[src/rtl/branch_predict_resolve.sv]
// branch_predict_resolve: RV32I branch resolution with a 2-bit counter BHT and saturating statistics
module branch_predict_resolve #(
    parameter int XLEN        = 32,
    parameter int BHT_ENTRIES = 64,
    parameter int PC_LSB      = 2,
    parameter int CNT_W       = 32
) (
    input  logic             clk,
    input  logic             rst_n,
    input  logic [XLEN-1:0]  pred_pc,
    output logic             pred_taken,
    input  logic             res_valid,
    input  logic [XLEN-1:0]  res_pc,
    input  logic [2:0]       res_funct3,
    input  logic [XLEN-1:0]  res_rs1,
    input  logic [XLEN-1:0]  res_rs2,
    input  logic             res_pred_taken,
    output logic             out_valid,
    output logic             out_taken,
    output logic             out_mispredict,
    output logic             out_illegal,
    input  logic             stat_clr,
    output logic [CNT_W-1:0] br_cnt,
    output logic [CNT_W-1:0] mp_cnt
);
    localparam int IDX_W = $clog2(BHT_ENTRIES);

    logic [1:0]       bht [BHT_ENTRIES];
    logic [IDX_W-1:0] pred_idx;
    logic [IDX_W-1:0] res_idx;
    logic             eq;
    logic             lt_s;
    logic             lt_u;
    logic             cond;
    logic             legal;
    logic             taken;
    logic             mispredict;
    logic             upd;
    logic [1:0]       cur;
    logic [1:0]       nxt;
    logic             unused_pc_bits;

    assign pred_idx       = pred_pc[PC_LSB +: IDX_W];
    assign res_idx        = res_pc[PC_LSB +: IDX_W];
    assign pred_taken     = bht[pred_idx][1];
    assign unused_pc_bits = ^{pred_pc, res_pc};

    // Branch condition, legality and the saturated next value of the indexed counter
    always_comb begin
        eq         = res_rs1 == res_rs2;
        lt_s       = $signed(res_rs1) < $signed(res_rs2);
        lt_u       = res_rs1 < res_rs2;
        legal      = res_funct3[2:1] != 2'b01;
        cond       = res_funct3[2] ? (res_funct3[1] ? lt_u : lt_s) : eq;
        taken      = legal && (cond ^ res_funct3[0]);
        mispredict = legal && (taken != res_pred_taken);
        upd        = res_valid && legal;
        cur        = bht[res_idx];
        nxt        = taken ? ((cur == 2'b11) ? cur : cur + 2'd1)
                           : ((cur == 2'b00) ? cur : cur - 2'd1);
    end

    // Counter table: every entry reset to weak-not-taken, one entry trained per legal branch
    always_ff @(posedge clk) begin
        if (!rst_n) begin
            for (int i = 0; i < BHT_ENTRIES; i++) bht[i] <= 2'b01;
        end else if (upd) begin
            bht[res_idx] <= nxt;
        end
    end

    // Registered resolution result, all flags forced low on idle cycles
    always_ff @(posedge clk) begin
        if (!rst_n) begin
            out_valid      <= 1'b0;
            out_taken      <= 1'b0;
            out_mispredict <= 1'b0;
            out_illegal    <= 1'b0;
        end else begin
            out_valid      <= res_valid;
            out_taken      <= res_valid && taken;
            out_mispredict <= res_valid && mispredict;
            out_illegal    <= res_valid && !legal;
        end
    end

    // Saturating statistics; a clear wins over a same-cycle increment
    always_ff @(posedge clk) begin
        if (!rst_n || stat_clr) begin
            br_cnt <= '0;
            mp_cnt <= '0;
        end else if (upd) begin
            if (~&br_cnt) br_cnt <= br_cnt + CNT_W'(1);
            if (mispredict && ~&mp_cnt) mp_cnt <= mp_cnt + CNT_W'(1);
        end
    end
endmodule

[config.mk]
export PLATFORM = sky130hd
export DESIGN_NAME = branch_predict_resolve
export DESIGN_NICKNAME = d
export VERILOG_FILES = /design/src/rtl/branch_predict_resolve.sv
export SDC_FILE = /design/constraint.sdc
export NUM_CORES = 1
export LEC_CHECK = 0
export CORE_UTILIZATION = 48
export DETAILED_ROUTE_END_ITERATION = 7
export PLACE_DENSITY_LB_ADDON = 0.12
export SYNTH_ARGS = -nofsm -noshare
export SYNTH_HDL_FRONTEND = slang
export SYNTH_SLANG_ARGS = --single-unit
[constraint.sdc]
create_clock -name clk -period 4.22 [get_ports clk]
set_input_delay 0.844 -clock clk [delete_from_list [all_inputs] [get_ports clk]]
set_output_delay 0.844 -clock clk [all_outputs]
set_load 0.01 [all_outputs]
# Word level (Yosys, flattened, before mapping)
# Memories as Yosys holds them, arrays and structs flattened.
# Index checks and enable logic that the tools add are counted.
# word_totals
mem_bits_ro	0
ff_bits	68
ramBits	128
latchBits	0
n_memories	1
# op_classes
div	0
n_mul	0
n_mux	12
n_shift	0
n_reduce_logical	17
bitwise	2
add_sub_neg	4
eq_ne	4
magnitude_cmp	2
# mem_list
memory	words	word_bits	rd	rd_clocked_by_memory_dff	write_ports	line	rtl
bht	64	2	2	0	64	28	logic [1:0] bht [BHT_ENTRIES];
# ops
cell	n
32-bit by 1-bit adder with 32-bit output (second input constant)	2
32-bit < comparator	2
32-bit AND reduction	2
32-bit equality test	1
2-bit two-way mux	4
1-bit logical AND	7
1-bit two-way mux	7
6-bit two-way mux	1
2-bit AND reduction	2
1-bit logical NOT	3
2-bit by 1-bit adder with 2-bit output (second input constant)	1
2-bit equality test (second input constant)	1
2-bit logical NOT	1
2-bit by 1-bit inequality test with 1-bit output (second input constant)	1
2-bit OR reduction	1
2-bit by 1-bit subtractor with 2-bit output (second input constant)	1
1-bit logical OR	1
1-bit inequality test	1
1-bit inverter	1
1-bit XOR	1

# Depth between registers and ports, before layout
# depth
depth_word	9
ltp_mapped	14
mapped_depth_nobuf	11

# Least setup slack after synthesis
# OpenSTA, ideal clock, no wires.
# synth_path
path_type	input to output
from	input port pred_pc[2]
to	output port pred_taken
arrival_ns	3.284
required_time_ns	3.376
setup_slack_ns	0.092
n_path_buf	2
stages	5
cell_sequence	clkbuf_1 -> buf_1 -> mux4_2 -> mux4_2 -> mux4_2
# synth_between
elab_chain_len	1
# synth_lines
element	line	rtl
start, declared	10	input logic [XLEN-1:0] pred_pc,
memory read 64 x 2 bit	-	
end, declared	11	output logic pred_taken,
# No other way between the ends.

# Final worst setup path
# Same ends and word-level chain as after synthesis.

==> impl_table.tex <==
\begin{tabular}{lr}
\hline
Metric & Value \\
\hline
\multicolumn{2}{l}{\textbf{Synth}} \\
\quad Most used flip-flop cell after synthesis & sky130\_fd\_sc\_hd\_\_edfxtp\_1 \\
\quad Cells taking the most area after synthesis & sky130\_fd\_sc\_hd\_\_edfxtp\_1 (35\%), sky130\_fd\_sc\_hd\_\_dfxtp\_1 (12\%), sky130\_fd\_sc\_hd\_\_mux4\_2 (8.0\%) \\
\quad Total of warnings raised by yosys & 0 \\
\quad Post-synth EDFFs & 128 \\
\quad Synthesized netlist net count & 1,283 \\
\quad Cell area after synthesis & 10,950 um\^{}2 \\
\quad Ys async rst share & 0 \\
\quad Sequential-to-total area share from yosys stat & 0.4752 \\
\quad Dominant cell by count in the synthesized netlist & sky130\_fd\_sc\_hd\_\_nand2\_1 \\
\quad Largest area contributor in the synthesized netlist & sky130\_fd\_sc\_hd\_\_edfxtp\_1 \\
\quad Syn Inst Count & 1,113 \\
\quad Fraction of synthesized cell area taken by the top area cell type & 0.3509 \\
\quad Mean area per synthesized cell & 9.841 um\^{}2 \\
\quad Synth cell count leaders & sky130\_fd\_sc\_hd\_\_nand2\_1 (194), sky130\_fd\_sc\_hd\_\_edfxtp\_1 (128), sky130\_fd\_sc\_hd\_\_nor2\_1 (124) \\
\quad Register bit total from synthesis & 196 \\
\quad Unique masters post-synth & 62 \\
\multicolumn{2}{l}{\textbf{STA}} \\
\quad Setup violation total in the final timing report & 0 \\
\quad Upper clock frequency limit & 0.2570 GHz \\
\quad Final critical path time including I/O delays and setup & 3.891 ns \\
\quad Final hold violation count & 0 \\
\quad Setup TNS & 0 ns \\
\quad Max-Slew Margin vs Limit & 0.4232 \\
\quad Worst hold slack across all endpoints & 0.4836 ns \\
\quad Transition time at the pin with the least slew margin & 0.8651 ns \\
\quad Final critical-path share of the clock period & 0.9220 \\
\quad Max-slew violation count & 0 \\
\quad Clock Skews & 0.01110 ns \\
\quad RSZ-0062 raised after global routing & no \\
\multicolumn{2}{l}{\textbf{Clock tree}} \\
\quad Bufs on Longest Clock Path & 2 \\
\quad CTS buffer count & 17 \\
\quad Clock slew at reported path FFs & 0.08 ns \\
\quad Root buffer selected by CTS & sky130\_fd\_sc\_hd\_\_clkbuf\_16 \\
\quad Number of setup buffers added after CTS & 0 \\
\quad Sinks on the clock net & 196 \\
\quad H-tree level count & 4 \\
\quad Source-to-sink clock delay at the later pin of the worst-skew pair & 0.44 ns \\
\quad CTS tree & built \\
\multicolumn{2}{l}{\textbf{Layout}} \\
\quad Proportion of layout cells with a drive suffix above 1 & 0.1246 \\
\quad Layout area overhead & 23.98\% \\
\quad Layout Nets & 1,425 \\
\quad Number of inserted diodes & 0 \\
\quad Post-route cell area & 13,580 um\^{}2 \\
\quad FILL cells & 1,870 \\
\quad Count of non-filler cells in the finished layout & 1,548 \\
\multicolumn{2}{l}{\textbf{GRT}} \\
\quad Largest net degree at the start of global routing & 67 \\
\quad Total congestion overflow & 0 \\
\quad Antenna violations before repair & 1 \\
\quad Global-route wire length before repair & 44,660 um \\
\quad Tot GR Track Use & 0.2421 \\
\quad Number of global-route vias before repair & 8,727 \\
\multicolumn{2}{l}{\textbf{Routing}} \\
\quad First-iteration detailed-routing DRC count & 573 \\
\quad Count of nets left with antenna violations after detail routing & 0 \\
\quad Total number of vias & 9,076 \\
\quad DRT Pass-1 Iters & 5 \\
\quad DRC & 0 \\
\quad Final routed wire length divided by cell count & 17.97 um \\
\quad Total Routed Length & 27,810 um \\
\quad Via-per-instance ratio & 5.863 \\
\multicolumn{2}{l}{\textbf{Job}} \\
\quad Max cap viols & 0 \\
\multicolumn{2}{l}{\textbf{Worst setup path}} \\
\quad Critical Path End Type & output pin \\
\quad Total buffers and inverters traversed by the critical path & 3 \\
\quad Cell with the largest stage delay on the worst path & sky130\_fd\_sc\_hd\_\_mux4\_2 \\
\quad Setup CP Type & primary input to output pin \\
\quad Critical path peak fanout & 8 \\
\quad CP Data Required Time & 3.38 ns \\
\quad Dominant cell type by count on the critical path & sky130\_fd\_sc\_hd\_\_mux4\_2 \\
\quad Endpoint arrival time on the critical path & 3.05 ns \\
\quad Cell family with the largest share of critical-path delay & multiplexers \\
\quad Critical path startpoint category & primary input \\
\quad Critical Path Max Stage Delay & 0.52 ns \\
\quad Critical Path, Cell by Cell & clkdlybuf4s15\_1 > bufbuf\_16 > mux4\_2 > mux4\_2 > mux4\_2 > dlymetal6s2s\_1 \\
\multicolumn{2}{l}{\textbf{Power and ir drop}} \\
\quad Power density relative to cell area & 328.8 nW/um\^{}2 \\
\quad Largest vdd supply drop & 275.7 uV \\
\quad Leakage power of the design & 4.699 nW \\
\multicolumn{2}{l}{\textbf{Die}} \\
\quad Full die area & 23,430 um\^{}2 \\
\quad Overall die height & 153.1 um \\
\quad Core Region & 22,090 um\^{}2 \\
\quad Number of placed I/O pins & 205 \\
\quad Effective utilization at floorplan & 0.4958 \\
\quad Die outline width & 153.1 um \\
\quad Floorplan row count & 54 \\
\multicolumn{2}{l}{\textbf{Outcome}} \\
\quad Outcome & finished, final reports clean \\
\multicolumn{2}{l}{\textbf{Placed design}} \\
\quad Placed Instance Area & 12,920 um\^{}2 \\
\quad Number of instances in the placed design & 1,515 \\
\quad Post-DP HPWL & 19,500 um \\
\quad IO Port Bufs & 152 \\
\quad Last weighted congestion value of the routability-driven placer & 0.8495 \\
\multicolumn{2}{l}{\textbf{Hold path}} \\
\quad Class of the tightest hold or removal check & flop to flop \\
\hline
\end{tabular}
[worst register-to-register path: stages, from the launching register on]
cell and delay [ns]:
sky130_fd_sc_hd__dfxtp_1 0.43, sky130_fd_sc_hd__and4_1 0.28, sky130_fd_sc_hd__and4_1 0.32, sky130_fd_sc_hd__or3b_2 0.54, sky130_fd_sc_hd__o311ai_2 0.62, sky130_fd_sc_hd__nor3_1 0.09, sky130_fd_sc_hd__buf_4 0.18, sky130_fd_sc_hd__nand2_1 0.11
sky130_fd_sc_hd__nor3_1 0.07, sky130_fd_sc_hd__xnor2_1 0.14, sky130_fd_sc_hd__nor2_1 0.05
[repair_timing]
action,CTS,global route
cloned,1,0
gates resized for setup,2,1
hold buffers,0,0
setup endpoints to repair,1,1
[cell usage in the layout, fill, tap and decap left out, drive strengths merged, types with 21 or more instances in the layout]
cell type and instances:
a21oi 46, buf 56, clkdlybuf4s50 147, dfxtp 68
edfxtp 128, ha 34, inv 48, mux4 39
nand2 195, nand3 92, nand4 21, nor2 124
or4 21, xor2 21
[flip-flops by register name (all words and copies together) (netlist names)]
| signal | cells |
|---|---|
| out_mispredict | 1 |
| out_illegal | 1 |
| out_valid | 1 |
| mp_cnt | 32 |
| out_taken | 1 |
| br_cnt | 32 |
| bht | 128 |
[power breakdown]
group,internal (mW),switching (mW)
combinational,0.277,0.381
clock,0.952,0.768
sequential,2.07,0.0192
[area by class of cell]
cell class	instances	area, um^2	share of cell area
repair buffers	206	2014	0.1483
inverters	44	165.2	0.01216
well taps	280	350.3	0.02580
flip-flops and latches	196	5205	0.3833
clock inverters	15	198.9	0.01465
multi-input cells	790	5220	0.3844
clock buffers	17	425.4	0.03133
[through the flow]
step,total power [mW],setup slack [ns],util
after detailed placement,2.782,-0.1919,0.5848
after global placement,2.769,-0.1846,0.5848
after CTS,4.484,0.02095,0.6145
after floorplan,2.530,0.09155,-
after global routing,4.619,0.1765,0.6146
final,4.465,0.3294,0.6146
[final timing paths]
check | start | end | slack, ns | cells after the start
worst min-delay path | mp_cnt[5] | mp_cnt[5] | 0.48 | 2
worst max register to register | br_cnt[17] | br_cnt[30] | 1.28 | 10
worst max-delay path | pred_pc[2] | pred_taken | 0.33 | 6
worst min register to register | mp_cnt[5] | mp_cnt[5] | 0.48 | 2
[layer usage]
metal | GRT usage | wire length [um]
met1 | 0.3077 | 11400
met2 | 0.4099 | 13570
met3 | 0.05671 | 2348
met4 | 0.07215 | 494
met5 | 0 | 0
[cells by family (layout without fill, tap and decap cells)]
| family | count (synthesis) | count (layout) | synth area share |
|---|---|---|---|
| and+or+nand+nor | 526 | 526 | 0.2217 |
| DFF | 196 | 196 | 0.4752 |
| AOI/OAI and AO/OA | 135 | 135 | 0.08111 |
| buffers and inverters | 127 | 282 | 0.05152 |
| muxes | 64 | 64 | 0.1041 |
| adders and majority gates | 36 | 36 | 0.04067 |
| xor gates and xnor gates | 29 | 29 | 0.02570 |
Power figures use the tool's default switching activity.
